===== config.mk =====
export PLATFORM = sky130hd
export DESIGN_NAME = clint_timer
export DESIGN_NICKNAME = d
export VERILOG_FILES = /design/src/rtl/clint_pkg.sv /design/src/rtl/clint_prescaler.sv /design/src/rtl/clint_timer.sv
export SDC_FILE = /design/constraint.sdc
export NUM_CORES = 1
export LEC_CHECK = 0
export CORE_MARGIN = 5
export CORE_UTILIZATION = 59
export DETAILED_ROUTE_END_ITERATION = 8
export PLACE_DENSITY_LB_ADDON = 0.15
export SKIP_LAST_GASP = 1
export SYNTH_ARGS = -nofsm -noshare
export SYNTH_HDL_FRONTEND = slang
export SYNTH_SLANG_ARGS = --single-unit

===== constraint.sdc =====
create_clock -name clk -period 4.2 [get_ports clk]
set_clock_uncertainty 0.15 [all_clocks]
set_input_delay 1.26 -clock clk [delete_from_list [all_inputs] [get_ports clk]]
set_output_delay 1.26 -clock clk [all_outputs]
set_load 0.05 [all_outputs]

===== src/rtl/clint_pkg.sv =====
// Shared constants and helpers for the CLINT-style machine timer.
package clint_pkg;
  localparam logic [15:0] MSIP_OFS     = 16'h0000;
  localparam logic [15:0] MTIMECMP_OFS = 16'h4000;
  localparam logic [15:0] MTIME_OFS    = 16'hbff8;
  localparam int          CMP_STRIDE   = 8;
  localparam int          MAX_CHANNELS = 8;

  function automatic logic [31:0] byte_merge(input logic [31:0] old_w,
                                             input logic [31:0] new_w,
                                             input logic [3:0]  mask);
    logic [31:0] res;
    for (int k = 0; k < 4; k++) begin
      res[8*k +: 8] = mask[k] ? new_w[8*k +: 8] : old_w[8*k +: 8];
    end
    return res;
  endfunction
endpackage


===== src/rtl/clint_prescaler.sv =====
// Free-running divider: tick is high on the last of every PRESCALE clocks.
module clint_prescaler #(
  parameter int PRESCALE = 1
) (
  input  logic clk,
  input  logic rst,
  output logic tick
);
  logic [15:0] cnt_q, cnt_d;

  always_comb begin
    tick  = (cnt_q == 16'(PRESCALE - 1));
    cnt_d = tick ? 16'd0 : cnt_q + 16'd1;
  end

  always_ff @(posedge clk) begin
    if (rst) cnt_q <= 16'd0;
    else     cnt_q <= cnt_d;
  end
endmodule


===== src/rtl/clint_timer.sv =====
// Memory-mapped machine timer: 64-bit mtime, CHANNELS mtimecmp comparators.
// Optional per-channel software interrupt registers under CLINT_MSIP_EN.
module clint_timer
  import clint_pkg::*;
#(
  parameter logic [31:0] BASE_ADDR = 32'h4400_0000,
  parameter int          CHANNELS  = 1,
  parameter int          PRESCALE  = 1
) (
  input  logic                clk,
  input  logic                rst,
  input  logic                mem_valid,
  input  logic                mem_write,
  input  logic [3:0]          mem_wmask,
  input  logic [31:0]         mem_wdata,
  input  logic [31:0]         mem_addr,
  output logic [31:0]         mem_rdata,
  output logic                mem_hit,
  output logic [CHANNELS-1:0] irq_timer,
`ifdef CLINT_MSIP_EN
  output logic [CHANNELS-1:0] irq_soft,
`endif
  output logic [63:0]         mtime
);
  localparam int          NCH        = (CHANNELS > MAX_CHANNELS) ? MAX_CHANNELS : CHANNELS;
  localparam logic [13:0] MTIME_LO_W = MTIME_OFS[15:2];
  localparam logic [13:0] MTIME_HI_W = MTIME_OFS[15:2] + 14'd1;

  function automatic logic [13:0] cmp_word(input int ch, input logic hi);
    return 14'((MTIMECMP_OFS >> 2) + 16'(ch * (CMP_STRIDE / 4))) + {13'd0, hi};
  endfunction

  logic                tick;
  logic                hit, wr;
  logic [13:0]         word;
  logic [31:0]         rd_word;
  logic [63:0]         mtime_q, mtime_d;
  logic [63:0]         mtimecmp_q [CHANNELS];
  logic [63:0]         mtimecmp_d [CHANNELS];
  logic [CHANNELS-1:0] irq_q, irq_d;
  logic [31:0]         rdata_q, rdata_d;
  logic                hit_q, hit_d;
  logic                unused_addr;
`ifdef CLINT_MSIP_EN
  logic [CHANNELS-1:0] msip_q, msip_d;
`endif

  assign unused_addr = ^mem_addr[1:0];

  clint_prescaler #(.PRESCALE(PRESCALE)) u_prescaler (
    .clk  (clk),
    .rst  (rst),
    .tick (tick)
  );

  always_comb begin
    hit        = mem_valid && (mem_addr[31:16] == BASE_ADDR[31:16]);
    wr         = hit && mem_write;
    word       = mem_addr[15:2];
    rd_word    = 32'd0;
    mtime_d    = tick ? mtime_q + 64'd1 : mtime_q;
    mtimecmp_d = mtimecmp_q;
    irq_d      = '0;
`ifdef CLINT_MSIP_EN
    msip_d     = msip_q;
`endif

    // A write to either mtime word replaces this cycle's increment.
    if (word == MTIME_LO_W) begin
      rd_word = mtime_q[31:0];
      if (wr) mtime_d = {mtime_q[63:32], byte_merge(mtime_q[31:0], mem_wdata, mem_wmask)};
    end
    if (word == MTIME_HI_W) begin
      rd_word = mtime_q[63:32];
      if (wr) mtime_d = {byte_merge(mtime_q[63:32], mem_wdata, mem_wmask), mtime_q[31:0]};
    end

    for (int i = 0; i < NCH; i++) begin
      if (word == cmp_word(i, 1'b0)) begin
        rd_word = mtimecmp_q[i][31:0];
        if (wr) mtimecmp_d[i][31:0] = byte_merge(mtimecmp_q[i][31:0], mem_wdata, mem_wmask);
      end
      if (word == cmp_word(i, 1'b1)) begin
        rd_word = mtimecmp_q[i][63:32];
        if (wr) mtimecmp_d[i][63:32] = byte_merge(mtimecmp_q[i][63:32], mem_wdata, mem_wmask);
      end
`ifdef CLINT_MSIP_EN
      if (word == 14'((MSIP_OFS >> 2) + 16'(i))) begin
        rd_word = {31'd0, msip_q[i]};
        if (wr && mem_wmask[0]) msip_d[i] = mem_wdata[0];
      end
`endif
      irq_d[i] = (mtime_q >= mtimecmp_q[i]);
    end

    // Response registers hold until the next accepted request.
    rdata_d = rdata_q;
    hit_d   = hit_q;
    if (mem_valid) begin
      hit_d   = hit;
      rdata_d = hit ? rd_word : 32'd0;
    end
  end

  always_ff @(posedge clk) begin
    if (rst) begin
      mtime_q <= 64'd0;
      for (int i = 0; i < CHANNELS; i++) mtimecmp_q[i] <= '1;
      irq_q   <= '0;
      rdata_q <= 32'd0;
      hit_q   <= 1'b0;
`ifdef CLINT_MSIP_EN
      msip_q  <= '0;
`endif
    end else begin
      mtime_q    <= mtime_d;
      mtimecmp_q <= mtimecmp_d;
      irq_q      <= irq_d;
      rdata_q    <= rdata_d;
      hit_q      <= hit_d;
`ifdef CLINT_MSIP_EN
      msip_q     <= msip_d;
`endif
    end
  end

  assign mem_rdata = rdata_q;
  assign mem_hit   = hit_q;
  assign irq_timer = irq_q;
  assign mtime     = mtime_q;
`ifdef CLINT_MSIP_EN
  assign irq_soft  = msip_q;
`endif
endmodule

## Yosys cells after proc, flatten, opt, wreduce, memory -nomap -nowiden

Index checks and enable logic that the tools add are counted.

| word-level totals | value |
|---|---|
| bits of input ports | 72 |
| RAM bits | 0 |
| latch bits | 0 |
| flip-flop bits (word level) | 178 |
| output and inout bits | 98 |
| logic and storage cells | 60 |
| memories | 0 |
| memory bits (read-only) | 0 |

| cells by class | value |
|---|---|
| mux-type cells | 18 |
| reductions and logical operators | 12 |
| bitwise logic cells | 0 |
| shifts and indexed selects | 0 |
| equality and inequality tests | 10 |
| add/subtract/negate cells | 2 |
| divide/modulo/power cells | 0 |
| $mul | 0 |
| magnitude comparators | 1 |

Operator list:

| operator | count |
|---|---|
| two-way mux 64 bit | 5 |
| two-way mux 32 bit | 5 |
| adder 64 x 1 -> 64 bit, second input constant | 1 |
| >= comparator 64 bit | 1 |
| two-way mux 8 bit | 8 |
| equality test 14 x 13 -> 1 bit, second input constant | 2 |
| equality test 14 bit, second input constant | 2 |
| AND reduction 3 bit | 8 |
| adder 16 x 1 -> 16 bit, second input constant | 1 |
| equality test 16 x 15 -> 1 bit, second input constant | 1 |
| zero test 16 bit | 1 |
| inequality test 3 bit, second input constant | 4 |
| logical AND 1 bit | 2 |
| inequality test 2 bit, second input constant | 1 |
| OR reduction 2 bit | 1 |

## Depth between registers and ports, before layout

| logic depth | value |
|---|---|
| word-level depth | 7 |
| mapped depth | 10 |
| depth with buffers taken out | 9 |

## By module

A second synthesis with hierarchy kept.

| unflattened totals | value |
|---|---|
| cells, all modules | 1417 |
| area, all modules | 11352.1 sq um |

Modules (own cells, without submodules):

| module | times used | area an instance (sq um) | sequential area each (sq um) | cells each |
|---|---|---|---|---|
| clint_timer | 1 | 10595.2 | 3243.1 | 1331 |
| clint_prescaler | 1 | 757.0 | 320.3 | 86 |

## Worst setup path before layout

Ideal clock, no wire load.

| path | value |
|---|---|
| path kind | input port to flip-flop |
| from | in mem_addr[12] |
| to | reg mtime_q[5], in the netlist mtime[5] |
| slack | 926 ps |
| arrival | 3036 ps |
| data required time | 3962 ps |
| buffers on the path | 0 |
| stages | 6 |
| setup time | 88 ps |
| path through | nand4_1 > or4_4 > nor4_4 > a31oi_1 > o31a_1 > nor4_2 |

| on the way | value |
|---|---|
| cells in the longest elaborated chain, start to end | 4 |
| elaborated cells between the ends (all ways) | 6 |
| those cells by class | 3 x eq/ne; 3 x mux |

RTL lines:

| item | RTL line | source |
|---|---|---|
| start: declaration | clint_timer.sv:16 | `input logic [31:0] mem_addr,` |
| equality test 14 bit | clint_timer.sv:69 | `if (word == MTIME_LO_W) begin` |
| two-way mux 64 bit | clint_timer.sv:69 |  |
| two-way mux 64 bit | clint_timer.sv:75 | `if (wr) mtime_d = {byte_merge(mtime_q[63:32], mem_wdata, mem_wmask), mtime_q[31:0]};` |
| two-way mux 64 bit | clint_timer.sv:73 | `if (word == MTIME_HI_W) begin` |
| end signal: assignment | clint_timer.sv:116 | `mtime_q <= mtime_d;` |
| end: declaration | clint_timer.sv:37 | `logic [63:0] mtime_q, mtime_d;` |

Several ways; a longest one is shown, not always the timed one. The select of a mux whose other input is x is not followed.
A chain may end at the register's enable or synchronous reset.

## Worst setup path after layout

| path | value |
|---|---|
| from | in mem_addr[13] |
| to | reg mtime_q[55], in the netlist mtime[55] |

Same word-level chain as after synthesis.

==> impl_metrics.tcl <==
set metrics [dict create \
    outcome "complete, no violations" \
    die_area_sq_um 21800 \
    yosys_warnings 0 \
    synth_seq_cells 178 \
    worst_pin_slew_ns 1.06 \
    htreeDepth 4 \
    post-synth-top-area-cell "dfxtp_1" \
    timing.final.crit_share 0.905 \
    holdPathEnd "mem_rdata[8]" \
    grt.total_usage 0.369 \
    regToRegSetupSlack_ns 0.51 \
    ant_nets 0 \
    cp-end-kind "register" \
    vias 12737 \
    r2r_start "mtime[11]" \
    gp_congestion 1.03 \
    first_iter_violations 1861 \
    cts_buffers 17 \
    wirelength_microns 41600 \
    drcViolationCount 0 \
    power_density_nw_per_um2 264 \
    cts_setup_buffers 0 \
    layout_common_cells "221 x nand2_1, 178 x dfxtp_1, 166 x clkdlybuf4s50_1, 116 x o21ai_0, 112 x nor2_1" \
    hold_path.class "reg -> reg" \
    final_common_cell "nand2_1" \
    tns_ns 0 \
    core-area_sq_um 18600 \
    dp_cells 1861 \
    startpoint_type "input port" \
    root_buffer "clkbuf_16" \
    critPathKind "in -> reg" \
    clock-sinks 178 \
    detailed_place_hpwl_microns 30500 \
    cellLeakagePower_nw 5.30 \
    hold_violations 0 \
    fillers 1512 \
    die_height_microns 148 \
    r2r_end "mtime[53]" \
    rows 50 \
    fmax_mhz 263 \
    hold_path_depth 2 \
    reg2regPathDepth 7 \
    final_cells 1893 \
    drive_gt1_frac 0.0838 \
    grt_max_degree 61 \
    syn_area_sq_um 11200 \
    ctsResizeCount 0 \
    avgRoutedWirePerCell_microns 22.0 \
    ir_drop_mv 0.315 \
    nets 1785 \
    io_buffers 167 \
    min_from "mem_rdata[8]" \
    rsz0062_at_grt "false" \
    crit_fanout 12 \
    fin_crit_ns 3.80 \
    setup_viol 0 \
    die_w_microns 148 \
    synthCells 1486 \
    area_growth_syn_to_layout_pct 24.4 \
    slew_headroom 0.296 \
    grt_pass1_vias 11844 \
    antenna_cells 0 \
    dr.pass1.iters 8 \
    synth_nets 1625 \
    synth_top_cells_by_area "dfxtp_1 32%, ha_1 7.5%, nand2_1 7.4%, o21ai_0 5.2%, a21oi_1 4.8%" \
    grt_pass1_wl_microns 64400 \
    cap_violations 0 \
    cts_tree "yes" \
    cts.hold.buffers_added 0 \
    initial_utilization 0.599 \
    p_total_mw 3.67 \
    maxSlewViolCount 0 \
    synth_edf_count 0 \
    postSynth.asyncResetShare 0 \
    arrival_ns 3.93 \
    synthDominantCellAreaShare 0.319 \
    syn_area_per_cell_sq_um 7.51 \
    cts.path.max_buffers 2 \
    required_ns 4.33 \
    antenna_found_initial 0 \
    gr-total-overflow 0 \
    io_pins 170 \
    synthFlopType "dfxtp_1" \
    synth-seq-area-share 0.319 \
    clk_pin_slew_worst_paths_ns 0.07 \
    vias_per_cell 6.73 \
    ys_types 75 \
    clkLatencyLatePin_ns 0.44 \
]
==> through the flow <==
step	util	hold WS [ns]	worst slack [ns]	cell area, sq um
detailed placement	0.711	0.324	0.101	13300
global route	0.745	0.353	0.210	13900
CTS	0.745	0.344	0.536	13900
global placement	0.711	0.309	0.167	13300
floorplan	-	0.288	0.926	11200
finish	0.745	0.343	0.401	13900
==> cell type report <==
type | count | area, sq um | share of cell area
Timing Repair Buffer | 230 | 2170 | 0.156
Inverter | 90 | 338 | 0.0243
Sequential cell | 178 | 3560 | 0.257
Clock inverter | 13 | 195 | 0.0141
Tap cell | 234 | 293 | 0.0211
Clock buffer | 19 | 433 | 0.0312
Multi-Input combinational cell | 1129 | 6900 | 0.497
==> how the worst max path moves through the flow <==
stage	start	end	cells after the start
6_report	mem_addr[13]	mtime[55]	9
5_1_grt	mem_addr[17]	mtime[15]	9
4_1_cts	mem_addr[13]	mtime[55]	9
3_5_place_dp	mem_addr[13]	mtime[55]	9
3_3_place_gp	mem_addr[13]	mtime[17]	9
2_1_floorplan	mem_addr[12]	mtime[5]	6
==> cell usage after synthesis, types with 5 or more instances <==
library cell  number
a2111oi_0          5
a211oi_1          23
a21o_1             8
a21oi_1          106
a31oi_1           47
and2_1            16
and3_1            21
and4_1            10
buf_2             24
clkbuf_1          62
dfxtp_1          178
ha_1              67
inv_1             89
mux2i_1            6
nand2_1          221
nand3_1           57
nand4_1           49
nor2_1           113
nor3_1            27
nor3_2             9
nor4_1            21
nor4_2             6
nor4_4             5
o211ai_1          67
o21ai_0          116
o22ai_1            5
o31ai_1            5
or3_1             18
xor2_1             6
==> worst max-delay path: stages <==
cell	delay [ns]
clkdlybuf4s50_1	0.49
nand4_1	0.19
nor4_1	0.46
and2_1	0.58
buf_4	0.24
nand3_1	0.25
mux2i_1	0.25
o31a_1	0.17
nor3_1	0.05
==> report_power, final <==
part | leakage [nW] | switching, mW | internal (mW)
sequential | 1.44 | 0.00437 | 1.69
clock | 0.301 | 0.751 | 1.01
combinational | 3.57 | 0.128 | 0.0872
==> registers in the layout (all words and copies together), names as in the netlist <==
| signal | flops |
|---|---|
| mtimecmp_q | 64 |
| u_prescaler.cnt_q | 16 |
| irq_timer | 1 |
| mtime | 64 |
| mem_hit | 1 |
| mem_rdata | 32 |
==> cell families (layout without fill, tap and decap cells) <==
| family | Yosys count | in the layout | share of synthesized area |
|---|---|---|---|
| AND/OR/NAND/NOR | 606 | 606 | 0.279 |
| AO/OA/AOI/OAI | 435 | 435 | 0.245 |
| buffers and inverters | 179 | 352 | 0.0632 |
| flip-flops | 178 | 178 | 0.319 |
| adder cells (fa/ha/maj) | 67 | 67 | 0.0751 |
| multiplexers | 12 | 12 | 0.0114 |
| XOR/XNOR | 9 | 9 | 0.00706 |
==> metal layers <==
metal | vias to the layer above | wire length (microns) | GRT usage
met1 | 5893 | 16000 | 0.475
met4 | 0 | 1940 | 0.164
met5 | - | 0 | 0
met3 | 183 | 4950 | 0.0883
li1 | 5774 | - | -
met2 | 887 | 18700 | 0.591
Power figures use the tool's default switching activity.
